===== src/rtl/fetch_sequencer.sv =====
// Program-counter controller feeding the IF stage: boot, linear fetch, stall
// hold, branch redirect with bubble insertion and flush, halt/resume, plus a
// debug counter of retired (advancing, valid) fetches.
module fetch_sequencer #(
  parameter int                  PC_WIDTH       = 32,
  parameter logic [PC_WIDTH-1:0] RESET_VECTOR   = '0,
  parameter logic [PC_WIDTH-1:0] PC_STEP        = PC_WIDTH'(1),
  parameter int                  BRANCH_BUBBLES = 1   // legal range 1..7
) (
  input  logic                CLOCK,
  input  logic                RESET,
  input  logic                STALL,
  input  logic                BR_TAKEN,
  input  logic [PC_WIDTH-1:0] BR_TARGET,
  input  logic                HALT_REQ,
  input  logic                RESUME,
  output logic [PC_WIDTH-1:0] PC,
  output logic [PC_WIDTH-1:0] PC_NEXT,
  output logic                FETCH_VALID,
  output logic                FLUSH,
  output logic                HALTED,
  output logic [31:0]         FETCH_COUNT
);

  typedef enum logic [1:0] {
    S_BOOT,
    S_RUN,
    S_REDIRECT,
    S_HALT
  } state_t;

  // The redirect state lasts BRANCH_BUBBLES cycles; the counter counts down
  // to zero and the cycle that reads zero is the last bubble.
  localparam logic [2:0] BUBBLE_RELOAD = 3'(BRANCH_BUBBLES - 1);

  state_t     state;
  logic [2:0] bubble_cnt;

  // Sequential successor address; wraps modulo 2^PC_WIDTH with no flag.
  assign PC_NEXT = PC + PC_STEP;

  // Single FSM: state, PC, bubble counter and all registered outputs.
  always_ff @(posedge CLOCK) begin
    // NOTE: non-blocking assignments keep every register here reading the
    // pre-edge values of the others, so evaluation order inside the block
    // cannot change the result.
    if (RESET) begin
      state       <= S_BOOT;
      bubble_cnt  <= '0;
      PC          <= RESET_VECTOR;
      FETCH_VALID <= 1'b0;
      FLUSH       <= 1'b0;
      HALTED      <= 1'b0;
      FETCH_COUNT <= '0;
    end else begin
      // FLUSH is a one-cycle pulse; only a taken branch raises it again.
      FLUSH <= 1'b0;
      case (state)
        S_BOOT: begin
          state       <= S_RUN;
          FETCH_VALID <= 1'b1;
        end

        S_RUN: begin
          if (BR_TAKEN) begin
            state       <= S_REDIRECT;
            PC          <= BR_TARGET;
            FETCH_VALID <= 1'b0;
            FLUSH       <= 1'b1;
            bubble_cnt  <= BUBBLE_RELOAD;
          end else if (HALT_REQ) begin
            // The halt instruction itself retires, so it is counted.
            state       <= S_HALT;
            PC          <= PC_NEXT;
            FETCH_VALID <= 1'b0;
            HALTED      <= 1'b1;
            FETCH_COUNT <= FETCH_COUNT + 32'd1;
          end else if (!STALL) begin
            PC          <= PC_NEXT;
            FETCH_COUNT <= FETCH_COUNT + 32'd1;
          end
        end

        S_REDIRECT: begin
          // A newer taken branch replaces the pending redirect outright.
          if (BR_TAKEN) begin
            PC         <= BR_TARGET;
            FLUSH      <= 1'b1;
            bubble_cnt <= BUBBLE_RELOAD;
          end else if (bubble_cnt == 3'd0) begin
            state       <= S_RUN;
            FETCH_VALID <= 1'b1;
          end else begin
            bubble_cnt <= bubble_cnt - 3'd1;
          end
        end

        S_HALT: begin
          if (RESUME) begin
            state       <= S_RUN;
            FETCH_VALID <= 1'b1;
            HALTED      <= 1'b0;
          end
        end

        default: begin
          state       <= S_BOOT;
          FETCH_VALID <= 1'b0;
          HALTED      <= 1'b0;
        end
      endcase
    end
  end

endmodule


===== config.mk =====
export PLATFORM = sky130hd
export DESIGN_NAME = fetch_sequencer
export DESIGN_NICKNAME = d
export VERILOG_FILES = /design/src/rtl/fetch_sequencer.sv
export SDC_FILE = /design/constraint.sdc
export NUM_CORES = 1
export LEC_CHECK = 0
export ABC_AREA = 1
export CORE_MARGIN = 5
export CORE_UTILIZATION = 40
export DETAILED_ROUTE_END_ITERATION = 16
export PLACE_DENSITY = 0.69
export SYNTH_ARGS = -nofsm -noshare
export SYNTH_HDL_FRONTEND = slang
export SYNTH_SLANG_ARGS = --single-unit

===== constraint.sdc =====
create_clock -name CLOCK -period 3.82 [get_ports CLOCK]
set_input_delay 0.764 -clock CLOCK [delete_from_list [all_inputs] [get_ports CLOCK]]
set_output_delay 0.764 -clock CLOCK [all_outputs]
set_load 0.01 [all_outputs]

# Yosys cells after proc, flatten, opt, wreduce, memory -nomap -nowiden
# Cells that the tools add are included.
# word_totals
word_cells	65
input_bits	38
ff_bits	72
out_inout_bits	99
# classes
n_eq_ne	14
bitwise_logic	2
mux	28
reduce_logical	11
add_sub_neg	3
# ops
cell	n
32-bit two-way mux	6
32-bit by 1-bit adder with 32-bit output, second input constant	2
32-bit one-hot mux with 2 select lines	1
2-bit inequality test, second input constant	7
2-bit two-way mux	5
1-bit two-way mux	9
3-bit two-way mux	3
3-bit AND reduction	3
2-bit one-hot mux with 4 select lines	1
4-bit AND reduction	2
3-bit inequality test, second input constant	2
3-bit one-hot mux with 2 select lines	1
2-bit == test, second input constant	2
4-bit inequality test, second input constant	1
1-bit one-hot mux with 4 select lines	1
2-bit nonzero test	2
2-bit OR reduction	2
3-bit logical NOT	1
3-bit by 1-bit subtractor with 3-bit output, second input constant	1
2-bit by 1-bit == test with 1-bit output, second input constant	1
2-bit logical NOT	1
2-bit by 1-bit inequality test with 1-bit output, second input constant	1
1-bit inverter	2
1-bit one-hot mux with 2 select lines	1

# Depth between registers and ports, before layout
# Gate-level depths: netlist of run 1.
# logic_depth
depth_word	5
depth_mapped	12
mapped_depth_nobuf	12

# Worst setup path before layout of run 1
# Ideal clock, no wire load.
# synth_timing
path_kind	register to output
start	register PC[1]
end	output port PC_NEXT[24]
t_required_ns	3.056
arrival_time_ns	1.388
path_buffers	0
slack_ns	1.668
path_stages_with_launch	8
cell_sequence	dfxtp_1 -> ha_1 -> nand2_2 -> nor2_4 -> nand2_4 -> nor2_4 -> nand3_1 -> and2_1
# synth_between
elab_chain_cells	1
# synth_lines
item	line	source
start: declaration	17	output logic [PC_WIDTH-1:0] PC,
start signal: assignment	50	PC <= RESET_VECTOR;
start signal: assignment	67	PC <= BR_TARGET;
start signal: assignment	74	PC <= PC_NEXT;
32-bit by 1-bit adder with 32-bit output	40	assign PC_NEXT = PC + PC_STEP;
end: declaration	18	output logic [PC_WIDTH-1:0] PC_NEXT,
# No other way between the ends.

# Worst setup path after layout of run 1
# layout_timing
start	register PC[0]
end	output port PC_NEXT[18]
# The elaborated chain is that of the path after synthesis.

==> run summary, run 1 <==
outcome -> finished clean
Yosys warnings -> 0
FF+latch count, synth -> 72
area delta synth->final -> 39.16%
routed wire length -> 15500 um
cell accounting for the most synthesized area -> dfxtp_1
port buffer count -> 136
most common flop cell mapped by yosys -> dfxtp_1
via/cell ratio -> 5.119
routed vias -> 5339
Initial Util -> 40.93%
clock tree buffer depth -> 2
Routed Antenna Nets -> 0
crit path time final -> 3057 ps
Tot GR Track Use -> 22.02%
global-route wire length before repair -> 25800 um
pwr dens -> 406.6 nW/um2
LEAKAGE -> 2.447 nW
setup tns final -> 0 ps
register area share after synthesis -> 30.71%
cts bufs inserted -> 9
Max Slew Vio Count -> 0
internal power consumption -> 1.832 mW
Max stage delay on crit path -> 530 ps
drt drc -> 0
nets -> 940
die width -> 118.3 um
CTS sink cnt -> 72
Placeable Area -> 11470 um2
die area -> 14000 um2
Die Height -> 118.3 um
Routed WL per cell -> 14.86 um
Reg clk slew, reported paths -> 60 ps
Worst Setup Start Kind -> flop
Max Fclk -> 327.1 MHz
worst vdd ir -> 0.2358 mV
Setup violations, final -> 0
unrepaired setup endpoints after global routing -> false
row count -> 39
global placement routability congestion -> 0.9524
antenna violations before repair -> 0
number of global-route vias before repair -> 5206
skew final -> 4.760 ps
crit-path cells -> ha_1 -> nand2_2 -> nor2_4 -> nand2_4 -> nor2_4 -> nand2_1 -> nand2_1 -> and2_1 -> clkdlybuf4s50_1
relative slew slack -> 59.88%
number of flops mapped to enable cells by yosys -> 0
first-pass iteration count of the detailed router -> 6
register share of total power -> 35.5%
commonest cells after routing, fill and taps aside -> nand2_1, clkdlybuf4s50_1, nor2_1, a21oi_1
CP max-delay cell -> clkdlybuf4s50_1
most area-consuming cells after synthesis -> dfxtp_1, nand2_1, a21oi_1
post-synth cell types -> 32
Hold-fix buffers, CTS -> 0
CP Class -> reg2out
asr flop ratio synth -> 0%
grt ovf -> 0
Max-Cap Viols -> 0
H-Tree Level Count -> 3
combinational share of power -> 28.7%
Crit. End Element -> output port
leading cell type in the layout, fill and taps excluded -> nand2_1
root buf cell -> clkbuf_16
final hold violation count -> 0
crit path max fanout -> 5
latest clock arrival within the worst-skew pair -> 340 ps
io pins -> 137
synthesized instance count -> 762
initial drt markers -> 438
post_cts resized -> 0
path type of the worst min-delay path -> reg2reg
worst endpoint required time -> 3060 ps
Mapped Area -> 4693 um2
power share of the clock group -> 35.8%
CP arrival -> 2290 ps
n_diodes -> 0
sw frac -> 31.03%
Slew @ Worst Pin -> 601.0 ps
CTS tree -> built
HPWL Detailed -> 11740 um
largest net degree at the start of global routing -> 34
Synth top area share -> 30.71%
share of layout cells above drive strength 1 -> 6.889%
fin cells -> 1043
fillcell total -> 1132
Syn Nets -> 807
Post-CTS Setup Repair Bufs -> 0
Psw -> 824.1 uW
syn_area_per_cell -> 6.159 um2
placed insts -> 1027
crit share post-route -> 80.03%
-- sequential cells by signal, indices dropped and copies added (netlist names) --
register     count
state            2
FETCH_COUNT     32
PC              32
HALTED           1
FETCH_VALID      1
FLUSH            1
bubble_cnt       3
-- layout make-up --
cell class / instances / area (um2) / area share [%]
clock buffers: 14 / 274.0 / 4.195
flip-flops and latches: 72 / 1441 / 22.07
repair buffers: 143 / 1414 / 21.65
inverters: 76 / 285.3 / 4.368
multi-input cells: 593 / 2878 / 44.06
well taps: 143 / 178.9 / 2.739
clock inverters: 2 / 60.06 / 0.9195
-- synthesized netlist by cell type, types with 2 or more instances --
master / n
nand2_1: 243
nor2_1: 99
a21oi_1: 87
dfxtp_1: 72
inv_1: 72
o21ai_0: 47
nand3_1: 35
clkbuf_1: 11
buf_2: 9
nand4_1: 9
nor2_4: 9
ha_1: 7
nor2_2: 7
xor2_2: 7
nand2_2: 6
nand3b_1: 6
xor2_1: 6
and2_1: 4
o21ai_1: 4
xnor2_1: 4
inv_2: 3
nor3_1: 3
nand2_4: 2
nor2_8: 2
-- final timing paths --
check,from,endpoint,slack [ps],depth (start not counted)
hold / removal,FETCH_VALID,FETCH_VALID,450,2
setup / recovery,PC[0],PC_NEXT[18],760,9
hold reg to reg,FETCH_VALID,FETCH_VALID,450,2
setup reg to reg,state[1],FETCH_COUNT[19],1850,12
-- logic make-up (layout without fill, tap and decap cells) --
group                      Yosys count  after routing  synth area share [%]
buffers and inverters               97            235                 8.024
AOI/OAI and AO/OA                  141            141                 15.22
and+or+nand+nor                    428            428                 39.88
xor gates and xnor gates            17             17                 4.292
adders and majority gates            7              7                 1.866
DFF                                 72             72                 30.71
-- power by group through the flow --
stage / Combinational [mW] / Sequential (mW) / Clock, mW
final: 0.762 / 0.944 / 0.949
after global routing: 0.832 / 0.957 / 0.994
after CTS: 0.771 / 0.941 / 0.964
after detailed placement: 0.765 / 0.957 / 0
after global placement: 0.752 / 0.952 / 0
after floorplan: 0.343 / 0.961 / 0
-- metal layers --
| layer | routed length (um) | share of wire, % | global-route usage (%) | vias up |
|---|---|---|---|---|
| li1 | - | - | - | 2695 |
| met1 | 6952 | 45 | 28.24 | 2439 |
| met2 | 7308 | 47 | 36.81 | 178 |
| met3 | 903 | 5.8 | 3.868 | 27 |
| met4 | 331 | 2.1 | 8.530 | 0 |
| met5 | 0 | 0 | 0 | - |
-- critical path: cells and delay by family, from the launching register on --
kind	cells	cell delay [ps]
flip-flops	1	390
buffers and inverters	1	530
AND/OR/NAND/NOR	7	800
adder cells (fa/ha/maj)	1	220
-- per-stage QoR --
| step | util, % | hold WS, ps | area, um2 | total power, mW | setup slack, ps |
|---|---|---|---|---|---|
| finish | 56.96 | 450.2 | 6531 | 2.656 | 763.0 |
| global route | 56.96 | 457.3 | 6531 | 2.783 | 627.2 |
| CTS | 56.96 | 448.1 | 6531 | 2.677 | 762.1 |
| detailed placement | 54.04 | 435.2 | 6197 | 1.722 | 1130 |
| global placement | 54.04 | 440.8 | 6197 | 1.704 | 1169 |
| floorplan | - | 433.2 | 4693 | 1.304 | 1668 |
Power figures use the tool's default switching activity.
==> run 2, diff against run 1 <==
--- a/config.mk
+++ b/config.mk
@@ -9,7 +9,7 @@
 export CORE_MARGIN = 5
 export CORE_UTILIZATION = 40
 export DETAILED_ROUTE_END_ITERATION = 16
-export PLACE_DENSITY = 0.69
+export PLACE_DENSITY = 0.72
 export SYNTH_ARGS = -nofsm -noshare
 export SYNTH_HDL_FRONTEND = slang
 export SYNTH_SLANG_ARGS = --single-unit
==> constraint.sdc (replaced) <==
create_clock -name CLOCK -period 2.74 [get_ports CLOCK]
set_input_delay 0.548 -clock CLOCK [delete_from_list [all_inputs] [get_ports CLOCK]]
set_output_delay 0.548 -clock CLOCK [all_outputs]
set_load 0.01 [all_outputs]
==> run 2 against run 1 <==
Net effect:
- utilization is 0.96 points higher
- cell count increased by 0.86%
- critical path depth down 1
- non-clock buffer count up 9
- register-to-register slack worse by 990 ps
- sequential power up 40%
- routed wire length decreased by 1.8%
- clock skew increased by 3.8 ps
- first-iteration DRC count grew 11%
- combinational power up 42%
- die area unchanged
- sequential share of layout area is essentially flat
- highest routed layer unchanged
==> run summary, run 2 (synthesis results as in run 1) <==
worst endpoint required time -> 2190 ps
global-route wire length before repair -> 24490 um
relative slew slack -> 52.36%
routed vias -> 5272
nets -> 949
row count -> 39
internal power consumption -> 2.427 mW
root buf cell -> clkbuf_16
clock tree buffer depth -> 2
latest clock arrival within the worst-skew pair -> 340 ps
Max Fclk -> 372.0 MHz
commonest cells after routing, fill and taps aside -> nand2_1, clkdlybuf4s50_1, nor2_1, a21oi_1, inv_1
Initial Util -> 40.93%
Placeable Area -> 11470 um2
die width -> 118.3 um
final hold violation count -> 0
initial drt markers -> 486
Final WS setup -> 51.48 ps
crit share post-route -> 98.12%
worst vdd ir -> 0.3597 mV
Max Slew Vio Count -> 0
Worst Hold End -> FETCH_VALID
Hold-fix buffers, CTS -> 0
hold slack -> 450.3 ps
Psw -> 1.175 mW
power share of the clock group -> 33.4%
Design Area, Final -> 6641 um2
leading cell type in the layout, fill and taps excluded -> nand2_1
FF-to-FF path depth -> 8
fin cells -> 1052
CP arrival -> 2140 ps
LEAKAGE -> 2.592 nW
register share of total power -> 36.6%
Setup WS pre-CTS -> 278.1 ps
n_diodes -> 0
path type of the worst min-delay path -> reg2reg
largest net degree at the start of global routing -> 34
Pwr Total -> 3.601 mW
Routed WL per cell -> 14.47 um
global placement routability congestion -> 0.8787
unrepaired setup endpoints after global routing -> false
CP Class -> reg2out
H-Tree Level Count -> 3
Reg clk slew, reported paths -> 60 ps
CTS sink cnt -> 72
crit path max fanout -> 4
grt ovf -> 0
Tot GR Track Use -> 21.21%
antenna violations before repair -> 0
via/cell ratio -> 5.011
io pins -> 137
skew final -> 8.557 ps
routed wire length -> 15220 um
area delta synth->final -> 41.51%
outcome -> finished clean
CTS tree -> built
hold depth -> 2
flop2flop setup slack -> 860 ps
Slew @ Worst Pin -> 713.8 ps
port buffer count -> 136
pwr dens -> 542.2 nW/um2
crit path time final -> 2689 ps
combinational share of power -> 30.1%
share of layout cells above drive strength 1 -> 10.45%
Setup violations, final -> 0
reg2reg start -> state[1]
die area -> 14000 um2
HPWL Detailed -> 11500 um
sw frac -> 32.62%
Worst Setup Start Kind -> flop
dpl cell area -> 6252 um2
setup tns final -> 0 ps
Critical R2R Capture -> PC[2]
cts bufs inserted -> 9
hold wc startpoint -> FETCH_VALID
number of global-route vias before repair -> 4792
placed insts -> 1031
Crit. End Element -> output port
drt drc -> 0
Routed Antenna Nets -> 0
Max-Cap Viols -> 0
first-pass iteration count of the detailed router -> 5
Die Height -> 118.3 um
Core Util, Final -> 57.92%
Top Registers -> FETCH_COUNT (32), PC (32), bubble_cnt (3)
run 2: cell types whose count changed in the layout (fill, tap and decap cells not counted), moves of 3 or more:
| cell | previous run | this run |
|---|---|---|
| nor2_1 | 98 | 93 |
| nor2_2 | 8 | 12 |
| dlymetal6s2s_1 | 0 | 6 |
| buf_4 | 7 | 14 |
| clkdlybuf4s50_1 | 136 | 127 |
| dfxtp_2 | 0 | 17 |
| dlygate4sd2_1 | 0 | 3 |
| dfxtp_1 | 72 | 55 |
run 2: layout make-up:
cell class                 count  area (um2)
fill                        1124        4826
multi-input combinational    593        2898
timing repair buffer         152        1518
sequential                    72        1463
inverter                      76       285.3
clock buffer                  11       242.7
tap                          143       178.9
clock inverter                 5       56.30
run 2: worst max-delay path, stage by stage (launching register included):
cell             delay [ps]
dfxtp_2                 360
ha_2                    200
nand2_2                  70
nor2_4                  140
nand2_4                 110
nor2_4                  140
nand3_1                  90
nand2_1                 110
clkdlybuf4s50_1         570
run 2: layer usage:
metal / track usage (%) / vias up / share of wire (%)
met3: 4.011 / 20 / 6.9
met5: 0 / - / 0
met2: 32.95 / 200 / 44
met4: 8.530 / 0 / 2.2
li1: - / 2715 / -
met1: 29.01 / 2337 / 47
run 2: repair_timing:
| action | CTS | global route |
|---|---|---|
| setup endpoints to repair | 11 | 20 |
| gates resized for setup | 8 | 25 |
| setup buffers | 1 | 4 |
| pin swaps | 4 | 4 |
run 2: worst max path at each step:
| stage | from | endpoint | cells after the start |
|---|---|---|---|
| final | PC[1] | PC_NEXT[28] | 8 |
| after global routing | PC[1] | PC_NEXT[28] | 8 |
| after CTS | PC[1] | PC_NEXT[10] | 7 |
| after detailed placement | PC[1] | PC_NEXT[24] | 9 |
| after global placement | PC[1] | PC_NEXT[24] | 9 |
| after floorplan | PC[1] | PC_NEXT[24] | 7 |
run 2: power by group through the flow:
stage / clock network, mW / logic (mW) / registers (mW)
finish: 1.20 / 1.08 / 1.32
CTS: 1.23 / 1.09 / 1.30
global placement: 0 / 1.08 / 1.32
global route: 1.27 / 1.18 / 1.33
detailed placement: 0 / 1.09 / 1.32
floorplan: 0 / 0.479 / 1.34
